**src/rtl/vga_timing_out_if.sv**
```systemverilog
// VGA output bundle: active-low syncs plus blanked 4-bit colour channels.
// The timing generator drives it; the DAC/pad side consumes it.
interface vga_timing_out_if;
    logic       vga_hs;
    logic       vga_vs;
    logic [3:0] vga_r;
    logic [3:0] vga_g;
    logic [3:0] vga_b;

    modport master (
        output vga_hs,
        output vga_vs,
        output vga_r,
        output vga_g,
        output vga_b
    );

    modport slave (
        input vga_hs,
        input vga_vs,
        input vga_r,
        input vga_g,
        input vga_b
    );
endinterface

```
**src/rtl/vga_timing_out.sv**
```systemverilog
// VGA raster timing generator with a 2-clock output pipeline.
// Colour arrives one clock after its position and is blanked outside the visible area.
module vga_timing_out #(
    parameter int H_VISIBLE = 640,
    parameter int H_FP      = 16,
    parameter int H_SYNC    = 96,
    parameter int H_BP      = 48,
    parameter int V_VISIBLE = 480,
    parameter int V_FP      = 10,
    parameter int V_SYNC    = 2,
    parameter int V_BP      = 33
) (
    input  logic             clk25m,
    input  logic             rst_n,
    input  logic [11:0]      usercolors,
    output logic [9:0]       hpos,
    output logic [9:0]       vpos,
    output logic             frame_tick,
    vga_timing_out_if.master vga
);

    localparam int H_TOTAL = H_VISIBLE + H_FP + H_SYNC + H_BP;
    localparam int V_TOTAL = V_VISIBLE + V_FP + V_SYNC + V_BP;

    localparam logic [9:0] H_LAST = 10'(H_TOTAL - 1);
    localparam logic [9:0] V_LAST = 10'(V_TOTAL - 1);
    localparam logic [9:0] H_VIS  = 10'(H_VISIBLE);
    localparam logic [9:0] V_VIS  = 10'(V_VISIBLE);
    localparam logic [9:0] HS_BEG = 10'(H_VISIBLE + H_FP);
    localparam logic [9:0] HS_END = 10'(H_VISIBLE + H_FP + H_SYNC);
    localparam logic [9:0] VS_BEG = 10'(V_VISIBLE + V_FP);
    localparam logic [9:0] VS_END = 10'(V_VISIBLE + V_FP + V_SYNC);

    logic hs_raw;
    logic vs_raw;
    logic vid_raw;
    logic hs_d;
    logic vs_d;
    logic vid_d;

    // Raster counters: vpos advances only on the hpos wrap.
    always_ff @(posedge clk25m) begin
        if (!rst_n) begin
            hpos <= '0;
            vpos <= '0;
        end else if (hpos == H_LAST) begin
            hpos <= '0;
            vpos <= (vpos == V_LAST) ? '0 : vpos + 10'd1;
        end else begin
            hpos <= hpos + 10'd1;
        end
    end

    // Position-stage decode from the current counter values.
    always_comb begin
        hs_raw  = !((hpos >= HS_BEG) && (hpos < HS_END));
        vs_raw  = !((vpos >= VS_BEG) && (vpos < VS_END));
        vid_raw = (hpos < H_VIS) && (vpos < V_VIS);
    end

    assign frame_tick = (hpos == '0) && (vpos == '0);

    // Delay stage so sync/blank line up with the late-arriving colour.
    always_ff @(posedge clk25m) begin
        if (!rst_n) begin
            hs_d  <= 1'b1;
            vs_d  <= 1'b1;
            vid_d <= 1'b0;
        end else begin
            hs_d  <= hs_raw;
            vs_d  <= vs_raw;
            vid_d <= vid_raw;
        end
    end

    // Output register: syncs pass through, colour is blanked outside video.
    always_ff @(posedge clk25m) begin
        if (!rst_n) begin
            vga.vga_hs <= 1'b1;
            vga.vga_vs <= 1'b1;
            vga.vga_r  <= '0;
            vga.vga_g  <= '0;
            vga.vga_b  <= '0;
        end else begin
            vga.vga_hs <= hs_d;
            vga.vga_vs <= vs_d;
            vga.vga_r  <= vid_d ? usercolors[11:8] : 4'h0;
            vga.vga_g  <= vid_d ? usercolors[7:4]  : 4'h0;
            vga.vga_b  <= vid_d ? usercolors[3:0]  : 4'h0;
        end
    end

endmodule

```
**src/flat_wrapper.sv**
```systemverilog
// flat-port wrapper written by rule: the top's interface ports become plain ports
module vga_timing_out_flat 
#(
    parameter int H_VISIBLE = 640,
    parameter int H_FP      = 16,
    parameter int H_SYNC    = 96,
    parameter int H_BP      = 48,
    parameter int V_VISIBLE = 480,
    parameter int V_FP      = 10,
    parameter int V_SYNC    = 2,
    parameter int V_BP      = 33
)
  (clk25m, rst_n, usercolors, hpos, vpos, frame_tick, vga_vga_hs, vga_vga_vs, vga_vga_r, vga_vga_g, vga_vga_b);
  vga_timing_out_if vga_i ();
  input  logic clk25m;
  input  logic rst_n;
  input  logic [11:0] usercolors;
  output logic [9:0] hpos;
  output logic [9:0] vpos;
  output logic frame_tick;
  output wire logic [$bits(vga_i.vga_hs)-1:0] vga_vga_hs;
  output wire logic [$bits(vga_i.vga_vs)-1:0] vga_vga_vs;
  output wire logic [$bits(vga_i.vga_r)-1:0] vga_vga_r;
  output wire logic [$bits(vga_i.vga_g)-1:0] vga_vga_g;
  output wire logic [$bits(vga_i.vga_b)-1:0] vga_vga_b;
  assign vga_vga_hs = vga_i.vga_hs;
  assign vga_vga_vs = vga_i.vga_vs;
  assign vga_vga_r = vga_i.vga_r;
  assign vga_vga_g = vga_i.vga_g;
  assign vga_vga_b = vga_i.vga_b;
  vga_timing_out #(.H_VISIBLE(H_VISIBLE), .H_FP(H_FP), .H_SYNC(H_SYNC), .H_BP(H_BP), .V_VISIBLE(V_VISIBLE), .V_FP(V_FP), .V_SYNC(V_SYNC), .V_BP(V_BP)) u_core (.clk25m(clk25m), .rst_n(rst_n), .usercolors(usercolors), .hpos(hpos), .vpos(vpos), .frame_tick(frame_tick), .vga(vga_i));
endmodule
```
**config.mk**
```make
export PLATFORM = sky130hd
export DESIGN_NAME = vga_timing_out_flat
export DESIGN_NICKNAME = d
export VERILOG_FILES = /design/src/rtl/vga_timing_out_if.sv /design/src/rtl/vga_timing_out.sv /design/src/flat_wrapper.sv
export SDC_FILE = /design/constraint.sdc
export NUM_CORES = 1
export LEC_CHECK = 0
export CAP_MARGIN = 15
export CORE_AREA = 2 2 59 66
export CTS_CLUSTER_DIAMETER = 80
export CTS_CLUSTER_SIZE = 14
export DETAILED_ROUTE_END_ITERATION = 8
export DIE_AREA = 0 0 61 68
export DONT_BUFFER_PORTS = 1
export GPL_TIMING_DRIVEN = 0
export PLACE_DENSITY_LB_ADDON = 0.05
export RECOVER_POWER = 100
export SKIP_CTS_REPAIR_TIMING = 1
export SLEW_MARGIN = 30
export SYNTH_ARGS = -nofsm -noshare
export SYNTH_HDL_FRONTEND = slang
export SYNTH_SLANG_ARGS = --single-unit
```
**constraint.sdc**
```tcl
create_clock -name clk25m -period 3.7 [get_ports clk25m]
set_input_delay 0.74 -clock clk25m [delete_from_list [all_inputs] [get_ports clk25m]]
set_output_delay 0.74 -clock clk25m [all_outputs]
set_load 0.01 [all_outputs]
```
==> flow_summary.json <==
{
  "status": "finished with violations",
  "violations": "max-capacitance violations, max-slew violations",
  "grt_max_degree": 13,
  "track_usage": 0.159,
  "syn-instance-count": 159,
  "drv_cap": 1,
  "synth_top_family_by_area": "simple AND/OR/NAND/NOR gates",
  "hold_class": "reg -> reg",
  "critical-path-max-stage-delay_ns": 0.43,
  "grt_pass1_vias": 1057,
  "synth_compound_area_frac": 0.0426,
  "clock.fmax_ghz": 0.348,
  "worstPathCellList": "clkbuf_1, or3_4, buf_6, or4_1, nor3_1",
  "syn_nets": 177,
  "viasPerCell": 5.31,
  "n_antenna_cell": 0,
  "ys_types": 29,
  "critical_path_class": "reg -> out",
  "cts-root-buf": "clkbuf_8",
  "slew_headroom": -0.110,
  "antenna_found_initial": 0,
  "crit_required_ns": 2.96,
  "port_buffers": 0,
  "cp_top_family": "simple AND/OR/NAND/NOR gates",
  "p_int_uw": 634,
  "die_w_um": 61,
  "coreArea_um2": 3540,
  "hold_viol": 0,
  "numCtsBuffers": 5,
  "dp_hpwl_um": 2240,
  "muxShareOfSynthArea": 0.00668,
  "wirelength_um": 3040,
  "globalRouteOverflowTotal": 0,
  "synth-simple-area-share": 0.304,
  "synth_async_sr_flop_share": 0,
  "post-route-drc-count": 0,
  "final-max-slew-violation-count": 11,
  "netlist_area_um2": 1500,
  "drt-pass1-iter-count": 4,
  "placed_area_um2": 1560,
  "ys.flop_type": "dfxtp_1",
  "clock-sinks": 37,
  "p_switching_uw": 166,
  "finalCriticalPeriod_ns": 2.88,
  "timing.final.crit_share": 0.778,
  "num_rows": 23,
  "synth-seq-cells": 37,
  "ys_warn_count": 0,
  "sw_frac_of_total": 0.207,
  "crit_fanout": 8,
  "ir_worst_vdd_mv": 0.161,
  "clockBufferDepth": 2,
  "num_vias": 1152,
  "floorplan.initialDensity": 0.423,
  "die_h_um": 68,
  "drt_iter0_drc": 34,
  "setup_viol": 0,
  "cp_slowest_cell": "or3_4",
  "worst_hold_slack_ns": 0.411,
  "cts-htree-levels": 2,
  "p_total_uw": 800,
  "p_seq_frac": 0.522,
  "grt_pass1_wl_um": 4910,
  "cts_tree": "built",
  "pwr-share-comb": 0.026,
  "p_leak_nw": 0.627,
  "nets": 184,
  "skew_ns": 0.0109,
  "powerDensity_nw_per_um2": 480,
  "synth_xor_area_frac": 0.0760,
  "die_area_um2": 4150,
  "crit_buf_inv": 2,
  "clk_pin_slew_worst_paths_ns": 0.07,
  "synth_edf_count": 0,
  "cp_data_arrival_time_ns": 2.14,
  "drive_gt1_frac": 0.0719,
  "fin_area_um2": 1670,
  "wire_per_inst_um": 14.0,
  "syn2layout_area_growth_pct": 11.2,
  "fin_tns_setup_ns": 0,
  "p_clk_frac": 0.452,
  "syn_area_per_cell_um2": 9.42,
  "cp-end-kind": "primary output",
  "io_pins": 49,
  "rsz0062_at_grt": "no",
  "synth_fa_ha_area_frac": 0.0334,
  "worstSetupStartpointType": "flop",
  "place.gp.congestion": 0.700,
  "clk_latency_ns": 0.29,
  "drt.antenna.violating_nets": 0,
  "tightestPinTransition_ns": 1.64,
  "ys_seq_area_frac": 0.495
}
Yosys cell counts, drive strengths merged, types with 5 or more instances:
master / n / area (um^2)
or3: 5 / 36.3
or4: 5 / 45.0
dfxtp: 37 / 741
nand3: 9 / 45.0
and3: 14 / 87.6
nand4: 6 / 37.5
inv: 5 / 18.8
nor2: 14 / 52.6
clkbuf: 6 / 22.5
nand2: 10 / 37.5
xor2: 5 / 43.8
xnor2: 8 / 70.1
cell usage in the layout, fill, tap and decap left out, types with 5 or more instances in the layout:
cell type,synthesis,final
dfxtp_1,37,37
and3_1,14,14
nor2_1,14,14
nand2_1,10,10
nand3_1,9,9
xnor2_1,8,8
clkbuf_1,6,7
nand4_1,6,6
clkbuf_8,0,6
inv_1,5,5
xor2_1,5,5
state kept, by name (all words and copies together), names as in the netlist:
register           flops
u_core.vid_d           1
u_core.hpos           10
u_core.vga.vga_hs      1
u_core.vpos           10
u_core.vga.vga_g       4
u_core.vs_d            1
u_core.vga.vga_r       4
u_core.vga.vga_vs      1
u_core.vga.vga_b       4
u_core.hs_d            1
power by group through the flow:
stage               Combinational [mW]  Sequential (mW)  Clock [mW]
detailed placement              0.0219            0.427           0
finish                          0.0209            0.417       0.362
CTS                             0.0221            0.417       0.373
floorplan                       0.0174            0.425           0
global route                    0.0251            0.419       0.387
global placement                0.0216            0.427           0
logic make-up (layout without fill, tap and decap cells):
family                   count (synthesis)  after routing
AO/OA/AOI/OAI                           10             10
XOR/XNOR                                13             13
adder cells (fa/ha/maj)                  4              4
buffers and inverters                   13             21
flip-flops                              37             37
multiplexers                             1              1
AND/OR/NAND/NOR                         81             81
metrics by stage:
| stage | setup slack [ns] | util | cells |
|---|---|---|---|
| after floorplan | 1.33 | - | 159 |
| after global placement | 1.23 | 0.441 | 209 |
| after detailed placement | 1.24 | 0.441 | 209 |
| after CTS | 0.906 | 0.475 | 217 |
| after global routing | 0.559 | 0.470 | 217 |
| final | 0.823 | 0.470 | 217 |
worst paths after layout:
path                        startpoint  depth (start not counted)  slack [ns]                           end
max          u_core.hpos[5]$_SDFF_PP0_                          5        0.82                    frame_tick
min             u_core.vs_d$_SDFF_PN1_                          1        0.41  u_core.vga.vga_vs$_SDFF_PN1_
min reg2reg     u_core.vs_d$_SDFF_PN1_                          1        0.41  u_core.vga.vga_vs$_SDFF_PN1_
max reg2reg  u_core.hpos[5]$_SDFF_PP0_                          5        0.87   u_core.vpos[5]$_SDFFE_PN0N_
routing by layer:
metal / global-route usage / vias to the layer above / share of wire / wire length [um]
li1: - / 570 / - / -
met1: 0.191 / 528 / 0.45 / 1370
met2: 0.255 / 50 / 0.46 / 1390
met3: 0.0643 / 4 / 0.080 / 244
met4: 0.0571 / 0 / 0.013 / 39
met5: 0 / - / 0 / 0
worst reg2reg max path: stages, from the launching register on:
cell      delay [ns]
dfxtp_1         0.34
clkbuf_1        0.22
or3_4           0.44
buf_6           0.14
o41ai_1         1.39
nor2_1          0.13
final cells by class:
cell class              instances  area, um^2
fillers                       351        1870
flip-flops and latches         37         741
multi-input cells             109         686
clock buffers                   6        82.6
well taps                      50        62.6
clock inverters                 2        37.5
plain buffers                   8        37.5
inverters                       5        18.8
Note: power is estimated with default switching activity, not from simulation.
